### config.mk
export PLATFORM = sky130hd
export DESIGN_NAME = spi_reg_ctrl
export DESIGN_NICKNAME = d
export VERILOG_FILES = /design/src/rtl/spi_reg_pkg.sv /design/src/rtl/spi_reg_timeout.sv /design/src/rtl/spi_reg_ctrl.sv
export SDC_FILE = /design/constraint.sdc
export NUM_CORES = 1
export LEC_CHECK = 0
export ABC_AREA = 1
export BUFFER_PORTS_ARGS = -buffer_cell sky130_fd_sc_hd__buf_2
export CORE_MARGIN = 2
export CORE_UTILIZATION = 45
export CTS_CLUSTER_SIZE = 10
export DETAILED_ROUTE_END_ITERATION = 10
export PLACE_DENSITY = 0.73
export REMOVE_ABC_BUFFERS = 1
export SLEW_MARGIN = 10
export SYNTH_ARGS = -nofsm -noshare
export SYNTH_HDL_FRONTEND = slang
export SYNTH_SLANG_ARGS = --single-unit
### constraint.sdc
create_clock -name clk -period 1.39 [get_ports clk]
set_input_delay 0.139 -clock clk [delete_from_list [all_inputs] [get_ports clk]]
set_output_delay 0.139 -clock clk [all_outputs]
set_load 0.01 [all_outputs]
### src/rtl/spi_reg_pkg.sv
// Shared definitions for the SPI register-bus controller: state encodings and command constants.
package spi_reg_pkg;

    typedef enum logic [2:0] {
        IDLE    = 3'd0,
        WR_WAIT = 3'd1,
        WR_BUS  = 3'd2,
        RD_BUS  = 3'd3,
        RD_HOLD = 3'd4
    } ctrlState_t;

    localparam int         CMD_RD_BIT      = 7;
    localparam logic [6:0] STATUS_ADDR     = 7'h7F;
    localparam logic [7:0] TIMEOUT_FILL    = 8'hEE;
    localparam int         ACK_TIMEOUT_DEF = 15;
    localparam int         TMR_W           = 4;

    function automatic logic [7:0] statusByte(input logic errT, input logic errO);
        return {6'b0, errT, errO};
    endfunction

endpackage

### src/rtl/spi_reg_timeout.sv
// Loadable down-counter for bus-ack timeouts; expired marks the last allowed cycle of a request.
module spi_reg_timeout
    import spi_reg_pkg::*;
#(
    parameter int W = TMR_W
) (
    input  logic         clk,
    input  logic         reset,
    input  logic         load,
    input  logic [W-1:0] loadVal,
    input  logic         en,
    output logic         expired
);

    logic [W-1:0] count;

    always_ff @(posedge clk) begin
        if (!reset) begin
            count <= '0;
        end else if (load) begin
            count <= loadVal;
        end else if (en && (count != '0)) begin
            count <= count - W'(1);
        end
    end

    assign expired = (count == W'(1));

endmodule

### src/rtl/spi_reg_ctrl.sv
// Packet-level controller between spi_slave and the register bus.
// Optional status byte preload when SPI_REG_CTRL_STATUS_EN is defined.
//
// state   | meaning
// --------+-------------------------------------------------------------
// IDLE    | after reset, no packet decoded yet
// WR_WAIT | write packet, waiting for the next data byte
// WR_BUS  | regWr held, waiting for regAck or timeout
// RD_BUS  | read packet, issuing/holding regRd for the prefetch
// RD_HOLD | txData loaded, waiting for spi_slave to consume it
module spi_reg_ctrl
    import spi_reg_pkg::*;
#(
    parameter int ADDR_W      = 7,
    parameter int ACK_TIMEOUT = ACK_TIMEOUT_DEF,
    parameter int AUTO_INC    = 1
) (
    input  logic              clk,
    input  logic              reset,
    input  logic [7:0]        rxDataIn,
    input  logic              rxDataRdySet,
    input  logic              rxPacketStart,
    input  logic              txDataFullClr,
    output logic [7:0]        txData,
    output logic              txDataFull,
    output logic [ADDR_W-1:0] regAddr,
    output logic [7:0]        regWrData,
    output logic              regWr,
    output logic              regRd,
    input  logic [7:0]        regRdData,
    input  logic              regAck,
    output logic              errOverrun,
    output logic              errTimeout
);

    localparam logic [ADDR_W-1:0] ADDR_STEP   = ADDR_W'(AUTO_INC);
    localparam logic [ADDR_W-1:0] STATUS_AREG = ADDR_W'(STATUS_ADDR);

    ctrlState_t        state;
    logic [ADDR_W-1:0] addr;
    logic              cmdStrobe;
    logic              dataStrobe;
    logic              busy;
    logic              tmrExpired;

    assign cmdStrobe  = rxDataRdySet && rxPacketStart;
    assign dataStrobe = rxDataRdySet && !rxPacketStart;
    assign busy       = regWr || regRd;
    assign regAddr    = addr;

    // Counter sits loaded while the bus is quiet, so every request starts with a full budget.
    spi_reg_timeout #(
        .W(TMR_W)
    ) uTimeout (
        .clk     (clk),
        .reset   (reset),
        .load    (!busy),
        .loadVal (TMR_W'(ACK_TIMEOUT)),
        .en      (busy && !regAck),
        .expired (tmrExpired)
    );

    always_ff @(posedge clk) begin
        if (!reset) begin
            state      <= IDLE;
            addr       <= '0;
            txData     <= '0;
            txDataFull <= 1'b0;
            regWrData  <= '0;
            regWr      <= 1'b0;
            regRd      <= 1'b0;
            errOverrun <= 1'b0;
            errTimeout <= 1'b0;
        end else begin
            if (txDataFullClr) begin
                txDataFull <= 1'b0;
            end

            if (cmdStrobe) begin
                // A new command always wins, even over an ack arriving in the same cycle.
                regWr      <= 1'b0;
                regRd      <= 1'b0;
                txDataFull <= 1'b0;
                addr       <= rxDataIn[ADDR_W-1:0];
                state      <= rxDataIn[CMD_RD_BIT] ? RD_BUS : WR_WAIT;
            end else begin
                case (state)
                    IDLE: begin
`ifdef SPI_REG_CTRL_STATUS_EN
                        if (!txDataFull) begin
                            txData     <= statusByte(errTimeout, errOverrun);
                            txDataFull <= 1'b1;
                        end
`endif
                    end

                    WR_WAIT: begin
                        if (dataStrobe) begin
                            if (addr == STATUS_AREG) begin
                                errOverrun <= 1'b0;
                                errTimeout <= 1'b0;
                            end else begin
                                regWrData <= rxDataIn;
                                regWr     <= 1'b1;
                                state     <= WR_BUS;
                            end
                        end
`ifdef SPI_REG_CTRL_STATUS_EN
                        if (!txDataFull) begin
                            txData     <= statusByte(errTimeout, errOverrun);
                            txDataFull <= 1'b1;
                        end
`endif
                    end

                    WR_BUS: begin
                        if (regAck) begin
                            regWr <= 1'b0;
                            addr  <= addr + ADDR_STEP;
                            state <= WR_WAIT;
                        end else if (tmrExpired) begin
                            regWr      <= 1'b0;
                            errTimeout <= 1'b1;
                            state      <= WR_WAIT;
                        end
                        if (dataStrobe) begin
                            errOverrun <= 1'b1;
                        end
                    end

                    RD_BUS: begin
                        // First cycle here raises regRd; addr is already settled.
                        if (!regRd) begin
                            regRd <= 1'b1;
                        end else if (regAck) begin
                            regRd      <= 1'b0;
                            txData     <= regRdData;
                            txDataFull <= 1'b1;
                            state      <= RD_HOLD;
                        end else if (tmrExpired) begin
                            regRd      <= 1'b0;
                            errTimeout <= 1'b1;
                            txData     <= TIMEOUT_FILL;
                            txDataFull <= 1'b1;
                            state      <= RD_HOLD;
                        end
                    end

                    RD_HOLD: begin
                        if (txDataFullClr) begin
                            txDataFull <= 1'b0;
                            addr       <= addr + ADDR_STEP;
                            state      <= RD_BUS;
                        end
                    end

                    default: begin
                        state <= IDLE;
                    end
                endcase
            end
        end
    end

endmodule
==> impl_summary.log, run 1 <==
INFO  metric final-setup-viol-count = 1
INFO  metric largest_net_degree_at_the_start_of_global_routing = 18
INFO  metric period_needed = 1400 ps
INFO  metric netlist_instances = 251
INFO  metric timing.final.hold_violations = 0
INFO  metric power_leakage = 1.18 nW
INFO  metric ys_seq_elements = 35
INFO  metric postLayoutSetupSlackWorst = -10.2 ps
INFO  metric syn-mean-instance-area = 7.02 sq um
INFO  metric report.final.slew_viol_count = 0
INFO  metric hp-class = input port to flop
INFO  metric largest_vdd_supply_drop = 0.994 mV
INFO  metric design.die.area = 4430 sq um
INFO  metric number_of_antenna_violations_at_the_first_check_in_global_routing = 0
INFO  metric portBuffers = 49
INFO  metric per_cell_via_count_in_the_routed_design = 5.10
INFO  metric synth_warnings = 0
INFO  metric die_y = 66.6 um
INFO  metric outcome = finished, violations left
INFO  metric synth_xor_xnor_area_share = 0.00497
INFO  metric proportion_of_layout_cells_with_a_drive_suffix_above_1 = 0.423
INFO  metric cellPowerDensity = 1370 nW/um^2
INFO  metric tritoncts.num_buffers = 5
INFO  metric total_power = 3.53 mW
INFO  metric number_of_top_level_design_ports = 50
INFO  metric synth_top_family_by_area = simple AND/OR/NAND/NOR gates
INFO  metric critical-path-max-stage-delay = 380 ps
INFO  metric cts.sinks = 35
INFO  metric peak_clock_frequency_supported_by_timing = 714 MHz
INFO  metric dr_total_vias = 1957
INFO  metric worst_clock_skew = 3.41 ps
INFO  metric crit_slowest_cell = dfxtp_2
INFO  metric detail-route-antenna-nets = 0
INFO  metric period_share = 1.01
INFO  metric yosys-mux-area-fraction = 0
INFO  metric start_util = 0.474
INFO  metric worstPathCellList = inv_2 -> nand2_1 -> nor2_1 -> nand2_1 -> nand2_2 -> nor2_4 -> inv_2 -> o21ai_1 -> a21oi_1
INFO  metric tritoncts = built
INFO  metric violations_in_the_final_reports = negative setup slack
INFO  metric cts-htree-levels = 2
INFO  metric drt-total-wl = 4830 um
INFO  metric grt_setup_unrepaired = true
INFO  metric finalInstanceArea = 2590 sq um
INFO  metric first_iter_violations = 161
INFO  metric clock_tree.root_cell = clkbuf_8
INFO  metric cts_max_path_buffers = 2
INFO  metric wl_per_cell = 12.6 um
INFO  metric tightestPinTransition = 429 ps
INFO  metric areaGrowthSynthToFinish = 46.8%
INFO  metric synth_compound_area_frac = 0.200
INFO  metric number_of_global_route_vias_before_repair = 1768
INFO  metric maxCapViolCount = 0
INFO  metric setup.worst_path.class = flop to flop
INFO  metric crit_path_start_kind = flop
INFO  metric critical_path.max_fanout = 6
INFO  metric design.core.area = 3720 sq um
INFO  metric share_of_synthesized_area_occupied_by_flip_flops_and_latches = 0.398
INFO  metric global_route_wire_length_before_repair = 7380 um
INFO  metric worst-endpoint-arrival = 1580 ps
INFO  metric gp_routability_congestion = 0.856
INFO  metric num_rows = 22
INFO  metric gr_ovfl_total = 0
INFO  metric dpl.hpwl = 3220 um
INFO  metric worstSetupEndpointType = flop
INFO  metric synthSimpleGateAreaFrac = 0.278
INFO  metric relSlewSlack = 0.713
INFO  metric finish.net_count = 361
INFO  metric drc = 0
INFO  metric synth.lib_cells_used.distinct = 26
INFO  metric die_width = 66.6 um
INFO  metric worst_setup_hold_path_clk_slew = 70 ps
INFO  metric global_route.usage.total = 0.221
INFO  metric data_required_time_at_the_worst_endpoint = 1570 ps
INFO  metric n_antenna_cell = 0
INFO  metric placed_cell_areas = 2250 sq um
INFO  metric detail_route.first_pass.iterations = 4
INFO  metric clk_latency = 300 ps
INFO  metric synthesized_area = 1760 sq um
INFO  metric synthAdderAreaFrac = 0.0284
INFO  metric hold_buffers = 0
-- cell usage after synthesis --
cell      instances  area, sq um
nand2_2           2         12.5
nand3_2           2         20.0
a221oi_2          1         15.0
nor2_2            1         6.26
o21ai_0          24          120
nor2_4            5         56.3
ha_1              4         50.1
buf_6             1         11.3
a31oi_1           3         18.8
nand4_1           2         12.5
o211ai_1          2         15.0
nand2_1          51          191
inv_2             6         22.5
inv_1            28          105
or2_2             1         6.26
nor3_1            1         5.00
clkinv_1          1         3.75
nor2_1           21         78.8
nand3_1          20          100
xor2_1            1         8.76
o22a_1            1         8.76
buf_2             2         10.0
clkbuf_1          2         7.51
dfxtp_1          35          701
o211a_1           1         10.0
a21oi_1          33          165
-- state kept, by name, summed over array words and instances (netlist names) --
| signal | flops |
|---|---|
| state | 3 |
| txData | 8 |
| uTimeout.count | 4 |
| regWrData | 8 |
| txDataFull | 1 |
| errOverrun | 1 |
| regAddr | 7 |
| regWr | 1 |
| errTimeout | 1 |
| regRd | 1 |
-- kinds of logic (layout without fill, tap and decap cells) --
kind of cell | Yosys count | in the layout
simple gates | 106 | 108
flops | 35 | 35
fa+ha+maj | 4 | 4
buf+inv | 40 | 123
compound gates | 65 | 65
xor+xnor | 1 | 1
-- layout by cell type (no fill, tap or decap), drive strengths merged --
master / Yosys / final
ha: 4 / 4
nand3: 22 / 23
a31oi: 3 / 3
o211a: 1 / 1
o211ai: 2 / 2
a21oi: 33 / 33
buf: 3 / 80
nor3: 1 / 1
nor2: 27 / 28
xor2: 1 / 1
o21ai: 24 / 24
inv: 34 / 34
a221oi: 1 / 1
nand2: 53 / 53
clkinv: 1 / 1
dfxtp: 35 / 35
clkbuf: 2 / 6
or2: 1 / 1
nand4: 2 / 2
bufinv: 0 / 2
o22a: 1 / 1
-- layer usage --
metal	vias up	part of all wire	track usage
li1	1002	-	-
met2	66	0.49	0.379
met3	6	0.060	0.0709
met4	0	0.012	0.0791
met1	883	0.44	0.256
met5	-	0	0
-- report_power, final --
part | internal [mW] | total [mW] | switching, mW
logic | 0.529 | 1.22 | 0.688
clock network | 0.717 | 1.09 | 0.377
registers | 1.12 | 1.22 | 0.0966
-- worst max-delay path, delay by kind of cell, from the launching register on --
family	cells	cell delay, ps
AO/OA/AOI/OAI	2	220
buffers and inverters	2	150
flip-flops	1	380
AND/OR/NAND/NOR	5	530
-- path summary, 6_finish.rpt --
| kind | slack [ps] | end | start | cells after the start |
|---|---|---|---|---|
| setup / recovery | -10 | regAddr[3] | state[1] | 9 |
| hold / removal | 100 | txData[4] | regRdData[4] | 3 |
| setup reg to reg | -10 | regAddr[3] | state[1] | 9 |
| hold reg to reg | 440 | regWrData[5] | regWrData[5] | 2 |
-- final cells by class --
class                      count  area [sq um]
multi-input combinational    178          1060
timing repair buffer          80           489
clock buffer                   6          72.6
tap                           48          60.1
clock inverter                 2          60.1
inverter                      35           131
fill                         337          1130
sequential                    35           713
-- through the flow --
stage / cells / TNS, ps / utilization / setup slack (ps) / hold WS (ps)
floorplan: 246 / 0 / - / 9.64 / 259
global placement: 371 / -256 / 0.605 / -42.0 / 411
detailed placement: 371 / -868 / 0.605 / -115 / 411
CTS: 379 / 0 / 0.652 / 2.83 / 91.8
global route: 384 / -948 / 0.696 / -90.1 / 110
finish: 384 / -10.2 / 0.696 / -10.2 / 98.5
-- what timing repair did --
item | 4_1_cts | 5_1_grt
pin swaps | 4 | 16
resized for setup | 13 | 45
setup endpoints to repair | 15 | 29
setup buffers | 0 | 4
cloned | 1 | 1
Note: power is estimated with default switching activity, not from simulation.
==> run 2: changes to the inputs <==
Settings changed: CTS_BUF_LIST set to sky130_fd_sc_hd__clkbuf_2 sky130_fd_sc_hd__clkbuf_4 sky130_fd_sc_hd__clkbuf_8, REMOVE_ABC_BUFFERS 1 to not set.
==> impl_summary.log, run 2 (synthesis gave the netlist of run 1 again) <==
INFO  metric outcome = finished, violations left
INFO  metric violations_in_the_final_reports = negative setup slack
INFO  metric commonest_cells_after_routing_fill_and_taps_aside = buf_2, nand2_1, a21oi_1
INFO  metric clock_tree.root_cell = clkbuf_8
INFO  metric tightestPinTransition = 475 ps (+45.4 ps)
INFO  metric gr_ovfl_total = 0 (unchanged)
INFO  metric worstSetupEndpointType = flop
INFO  metric first_iter_violations = 176 (+9.3%)
INFO  metric relSlewSlack = 0.683 (-0.0295)
INFO  metric cts.sinks = 35 (unchanged)
INFO  metric data_required_time_at_the_worst_endpoint = 1580 ps (about the same)
INFO  metric post-place-ws = -41.0 ps (+74.2 ps)
INFO  metric die_y = 66.6 um (unchanged)
INFO  metric power_leakage = 1.15 nW (-2.5%)
INFO  metric finish.net_count = 359 (-0.55%)
INFO  metric design.core.area = 3720 sq um (unchanged)
INFO  metric drc = 0 (unchanged)
INFO  metric period_share = 1.00 (-0.00429)
INFO  metric postLayoutSetupSlackWorst = -4.23 ps (+5.97 ps)
INFO  metric final-setup-viol-count = 1 (unchanged)
INFO  metric maxCapViolCount = 0 (unchanged)
INFO  metric grt_setup_unrepaired = true
INFO  metric worst_setup_hold_path_clk_slew = 80 ps (about the same)
INFO  metric worstSetupStartpoint = state[2]
INFO  metric clk_latency = 300 ps (about the same)
INFO  metric regToRegStartpoint = state[2]
INFO  metric cts-htree-levels = 2 (unchanged)
INFO  metric setup.worst_path.class = flop to flop
INFO  metric timing.final.hold_violations = 0 (unchanged)
INFO  metric cellPowerDensity = 1350 nW/um^2 (-1.0%)
INFO  metric design.die.area = 4430 sq um (unchanged)
INFO  metric total_power = 3.42 mW (-3.2%)
INFO  metric wl_per_cell = 12.7 um (+0.69%)
INFO  metric worst_clock_skew = 9.29 ps (+5.88 ps)
INFO  metric r2r_slack = -4 ps (about the same)
INFO  metric finalInstanceArea = 2530 sq um (-2.2%)
INFO  metric portBuffers = 49 (unchanged)
INFO  metric number_of_antenna_violations_at_the_first_check_in_global_routing = 0 (unchanged)
INFO  metric start_util = 0.474 (unchanged)
INFO  metric cts_max_path_buffers = 2 (unchanged)
INFO  metric drt-total-wl = 4840 um (+0.17%)
INFO  metric period_needed = 1390 ps (-5.97 ps)
INFO  metric global_route.usage.total = 0.227 (+0.00639)
INFO  metric worstPathBufferInverterCount = 2 (unchanged)
INFO  metric multi_input_comb_area = 1040 sq um (-2.2%)
INFO  metric final_common_cell = buf_2
INFO  metric report.final.slew_viol_count = 0 (unchanged)
INFO  metric ff2ff_path_depth = 11 (+2)
INFO  metric ff_latch_area = 712 sq um (-0.18%)
INFO  metric tritoncts.num_buffers = 5 (unchanged)
INFO  metric per_cell_via_count_in_the_routed_design = 5.09 (-0.14%)
INFO  metric die_width = 66.6 um (unchanged)
INFO  metric critical-path-max-stage-delay = 350 ps (-30 ps)
INFO  metric largest_net_degree_at_the_start_of_global_routing = 18 (unchanged)
INFO  metric dpl.hpwl = 3290 um (+2.1%)
INFO  metric dr_total_vias = 1944 (-0.66%)
INFO  metric kind_of_cell_adding_the_most_delay_to_the_critical_path = simple AND/OR/NAND/NOR gates
INFO  metric hp-class = input port to flop
INFO  metric mapped_nets = 277
INFO  metric crit_path_start_kind = flop
INFO  metric n_antenna_cell = 0 (unchanged)
INFO  metric path_depth = 11 (+2)
INFO  metric gp_routability_congestion = 0.884 (+3.3%)
INFO  metric tritoncts = built
INFO  metric areaGrowthSynthToFinish = 43.5%
INFO  metric critical_path.max_fanout = 4 (-2)
INFO  metric critPathCapture = state[0]
INFO  metric number_of_top_level_design_ports = 50 (unchanged)
INFO  metric worstPathCellList = inv_4 -> nand2_4 -> nor2_4 -> buf_4 -> nand2_2 -> nor2_1 -> nor2_2 -> nand3_4 -> nand2_2 -> nand2_1 -> nor2_1
INFO  metric regToRegEndpoint = state[0]
INFO  metric fillerInstances = 318 (-5.6%)
INFO  metric crit_slowest_cell = dfxtp_2
INFO  metric number_of_global_route_vias_before_repair = 1726 (-2.4%)
INFO  metric peak_clock_frequency_supported_by_timing = 717 MHz (+0.43%)
INFO  metric placed_cell_areas = 2220 sq um (-1.3%)
INFO  metric largest_vdd_supply_drop = 0.614 mV (-38%)
INFO  metric worst-endpoint-arrival = 1590 ps (about the same)
INFO  metric detail_route.first_pass.iterations = 4 (unchanged)
INFO  metric detail-route-antenna-nets = 0 (unchanged)
INFO  metric num_rows = 22 (unchanged)
INFO  metric proportion_of_layout_cells_with_a_drive_suffix_above_1 = 0.404 (-0.0184)
INFO  metric global_route_wire_length_before_repair = 7620 um (+3.2%)
[run 2: metal layers]
metal  wire length, um  global-route usage  part of all wire  vias to the layer above
li1                  -                   -                 -                      995
met1              2120               0.283              0.44                      870
met2              2300               0.373              0.47                       70
met3               320              0.0574             0.066                        9
met4                98              0.0918             0.020                        0
met5                 0                   0                 0                        -
[run 2: metrics by stage]
step / util / hold slack (ps) / setup TNS, ps / instances
final: 0.680 / 103 / -4.23 / 382
after global routing: 0.680 / 105 / -1100 / 382
after CTS: 0.637 / 109 / 0 / 376
after detailed placement: 0.597 / 418 / -289 / 367
after global placement: 0.597 / 408 / -24.5 / 367
after floorplan: - / 277 / 0 / 251
[run 2: worst min path at each step]
stage	cells past startpoint	slack (ps)	end	startpoint
after floorplan	2	280	regWrData[3]	reset
after global placement	3	410	txData[4]	regRdData[4]
after detailed placement	4	420	txDataFull	txDataFullClr
after CTS	4	110	txDataFull	txDataFullClr
after global routing	3	100	txData[0]	regRdData[0]
final	3	100	txData[0]	regRdData[0]
[run 2: tightest hold or removal path: cells and delay by family]
family | cells | cell delay (ps)
AO/OA/AOI/OAI | 1 | 50
buffers and inverters | 1 | 100
AND/OR/NAND/NOR | 1 | 70
[run 2: report_power, final]
group / leakage [nW] / switching (mW) / total, mW / internal, mW
Combinational: 0.802 / 0.692 / 1.24 / 0.545
Clock: 0.0612 / 0.386 / 0.966 / 0.580
Sequential: 0.287 / 0.0914 / 1.21 / 1.12
Total: 1.15 / 1.17 / 3.42 / 2.25
[run 2: layout make-up]
type                            count  area share
Multi-Input combinational cell    178       0.410
Sequential cell                    35       0.282
Timing Repair Buffer               78       0.185
Inverter                           35      0.0539
Clock buffer                        6      0.0327
Tap cell                           48      0.0238
Clock inverter                      2      0.0139
[run 2: repair_timing]
item                                    CTS  global route
cloned                                    1             1
endpoints found under the setup margin   19            32
pin swaps                                 2            16
buffers inserted                          0             5
gates resized for setup                   8            48
hold buffers                              0             0
hold endpoints to repair                  0             0
==> run 3: changes to the inputs <==
Settings changed: PLACE_DENSITY 0.73 to 0.71, TNS_END_PERCENT set to 100.
Clock period 1.39 ns to 1.6 ns, I/O delays scaled along.
==> impl_summary.log, run 3 (synthesis gave the netlist of run 1 again) <==
INFO  metric cts-htree-levels = 2 (unchanged)
INFO  metric die_y = 66.6 um (unchanged)
INFO  metric final-setup-viol-count = 0 (-1)
INFO  metric kind_of_cell_adding_the_most_delay_to_the_critical_path = simple AND/OR/NAND/NOR gates
INFO  metric relSlewSlack = 0.693 (+0.0102)
INFO  metric hp-class = input port to flop
INFO  metric peak_clock_frequency_supported_by_timing = 661 MHz (-7.9%)
INFO  metric hold_buffers = 0 (unchanged)
INFO  metric worstPathBufferInverterCount = 1 (-1)
INFO  metric total_power = 2.47 mW (-28%)
INFO  metric worstSetupEndpointType = flop
INFO  metric crit_path_start_kind = flop
INFO  metric tritoncts.num_buffers = 5 (unchanged)
INFO  metric detail_route.first_pass.iterations = 4 (unchanged)
INFO  metric setup_total_negative_slack = 0 ps (+4.23 ps)
INFO  metric worstPathCellList = nand2_2 -> nor2_4 -> nor2_2 -> nor2_4 -> inv_2 -> o21ai_0 -> a21oi_1
INFO  metric maxCapViolCount = 0 (unchanged)
INFO  metric fillerInstances = 360 (+13%)
INFO  metric dp_cells = 349 (-4.9%)
INFO  metric finish.net_count = 335 (-6.7%)
INFO  metric number_of_top_level_design_ports = 50 (unchanged)
INFO  metric dr_total_vias = 1800 (-7.4%)
INFO  metric worst_clock_skew = 3.66 ps (-5.63 ps)
INFO  metric critical-path-max-stage-delay = 430 ps (+80 ps)
INFO  metric cts.sinks = 35 (unchanged)
INFO  metric outcome = completed
INFO  metric period_needed = 1510 ps (+119 ps)
INFO  metric global_route.usage.total = 0.199 (-0.0281)
INFO  metric timing.final.hold_violations = 0 (unchanged)
INFO  metric critical_path.most_common_cell = nor2_4
INFO  metric cellPowerDensity = 1110 nW/um^2 (-18%)
INFO  metric cts_max_path_buffers = 2 (unchanged)
INFO  metric die_width = 66.6 um (unchanged)
INFO  metric first_iter_violations = 155 (-12%)
INFO  metric layout.core_utilization = 0.597 (-0.0832)
INFO  metric mapped_nets = 277 (unchanged)
INFO  metric start_util = 0.474 (unchanged)
INFO  metric design.core.area = 3720 sq um (unchanged)
INFO  metric design.die.area = 4430 sq um (unchanged)
INFO  metric proportion_of_layout_cells_with_a_drive_suffix_above_1 = 0.284 (-0.120)
INFO  metric data_required_time_at_the_worst_endpoint = 1770 ps (+190 ps)
INFO  metric report.final.slew_viol_count = 0 (unchanged)
INFO  metric num_rows = 22 (unchanged)
INFO  metric gp_routability_congestion = 0.902 (+1.9%)
INFO  metric setup.worst_path.class = flop to flop
INFO  metric wl_per_cell = 12.0 um (-5.4%)
INFO  metric tritoncts = built
INFO  metric largest_net_degree_at_the_start_of_global_routing = 18 (unchanged)
INFO  metric per_cell_via_count_in_the_routed_design = 5.03 (-1.2%)
INFO  metric drc = 0 (unchanged)
INFO  metric crit_slowest_cell = dfxtp_1
INFO  metric largest_vdd_supply_drop = 0.626 mV (+2.0%)
INFO  metric critical_path.max_fanout = 9 (+5)
INFO  metric number_of_antenna_violations_at_the_first_check_in_global_routing = 0 (unchanged)
INFO  metric worst-endpoint-arrival = 1680 ps (+90 ps)
INFO  metric portBuffers = 49 (unchanged)
INFO  metric tightestPinTransition = 460 ps (-15.2 ps)
INFO  metric r2r_slack = 90 ps (+90 ps)
INFO  metric gr_ovfl_total = 0 (unchanged)
INFO  metric dpl.hpwl = 3140 um (-4.7%)
INFO  metric clock_tree.root_cell = clkbuf_8
INFO  metric detail-route-antenna-nets = 0 (unchanged)
INFO  metric clk_latency = 280 ps (-20 ps)
INFO  metric worst_setup_hold_path_clk_slew = 70 ps (about the same)
INFO  metric fin_cells = 358 (-6.3%)
INFO  metric n_antenna_cell = 0 (unchanged)
INFO  metric commonest_cells_after_routing_fill_and_taps_aside = nand2_1, buf_2, dfxtp_1
INFO  metric areaGrowthSynthToFinish = 26.0%
INFO  metric power_leakage = 1.01 nW (-12%)
INFO  metric global_route_wire_length_before_repair = 6810 um (-11%)
INFO  metric period_share = 0.946 (-0.0572)
INFO  metric number_of_global_route_vias_before_repair = 1569 (-9.1%)
INFO  metric drt-total-wl = 4290 um (-11%)
==> run 3: changes by cell type in the layout (fill, tap and decap cells not counted), moves of 6 or more <==
cell	before	now
buf_4	28	6
dfxtp_1	28	34
nand2_1	42	49
nand2_2	10	4
o21ai_0	10	23
o21ai_1	14	1
==> run 3: area by class of cell <==
cell class                 instances  area [sq um]  area share
multi-input combinational        177           945       0.426
sequential                        35           702       0.316
timing repair buffer              55           290       0.131
inverter                          35           134      0.0603
clock buffer                       7          83.8      0.0378
tap                               48          60.1      0.0271
clock inverter                     1          5.00     0.00225
==> run 3: path summary, 6_finish.rpt <==
path / startpoint / endpoint / depth (start not counted)
worst max-delay path: state[1] / regAddr[3] / 7
worst min-delay path: regRdData[4] / txData[4] / 3
worst max register to register: state[1] / regAddr[3] / 7
worst min register to register: regWrData[2] / regWrData[2] / 2
==> run 3: metal layers <==
| layer | share of wire | wire length, um | global-route usage | up-vias |
|---|---|---|---|---|
| met4 | 0.0089 | 38 | 0.0536 | 0 |
| met1 | 0.48 | 2060 | 0.254 | 805 |
| met3 | 0.064 | 273 | 0.0608 | 4 |
| met2 | 0.45 | 1920 | 0.325 | 54 |
| met5 | 0 | 0 | 0 | - |
| li1 | - | - | - | 937 |
==> run 3: report_power, final <==
group / internal (mW) / leakage, nW / switching, mW / total, mW
logic: 0.293 / 0.679 / 0.480 / 0.773
registers: 0.964 / 0.285 / 0.0878 / 1.05
clock network: 0.339 / 0.0491 / 0.307 / 0.646
total: 1.60 / 1.01 / 0.875 / 2.47
==> run 3: timing repair <==
action	in CTS	in global routing
setup endpoints to repair	1	18
gates resized for setup	2	9
buffers inserted	0	0
hold endpoints to repair	0	0
pin swaps	0	2
gates cloned	0	1
==> run 3: metrics by stage <==
step / setup slack, ps / cell area (sq um) / hold WS, ps
2_1_floorplan: 220 / 1760 / 298
3_3_place_gp: 28.3 / 2080 / 429
3_5_place_dp: 17.2 / 2080 / 435
4_1_cts: 39.8 / 2180 / 140
5_1_grt: -1.77 / 2220 / 146
6_report: 86.7 / 2220 / 140
==> run 3: worst min-delay path, delay by kind of cell <==
family,cells,cell delay (ps)
and+or+nand+nor,1,70
buffers and inverters,1,90
AOI/OAI and AO/OA,1,50
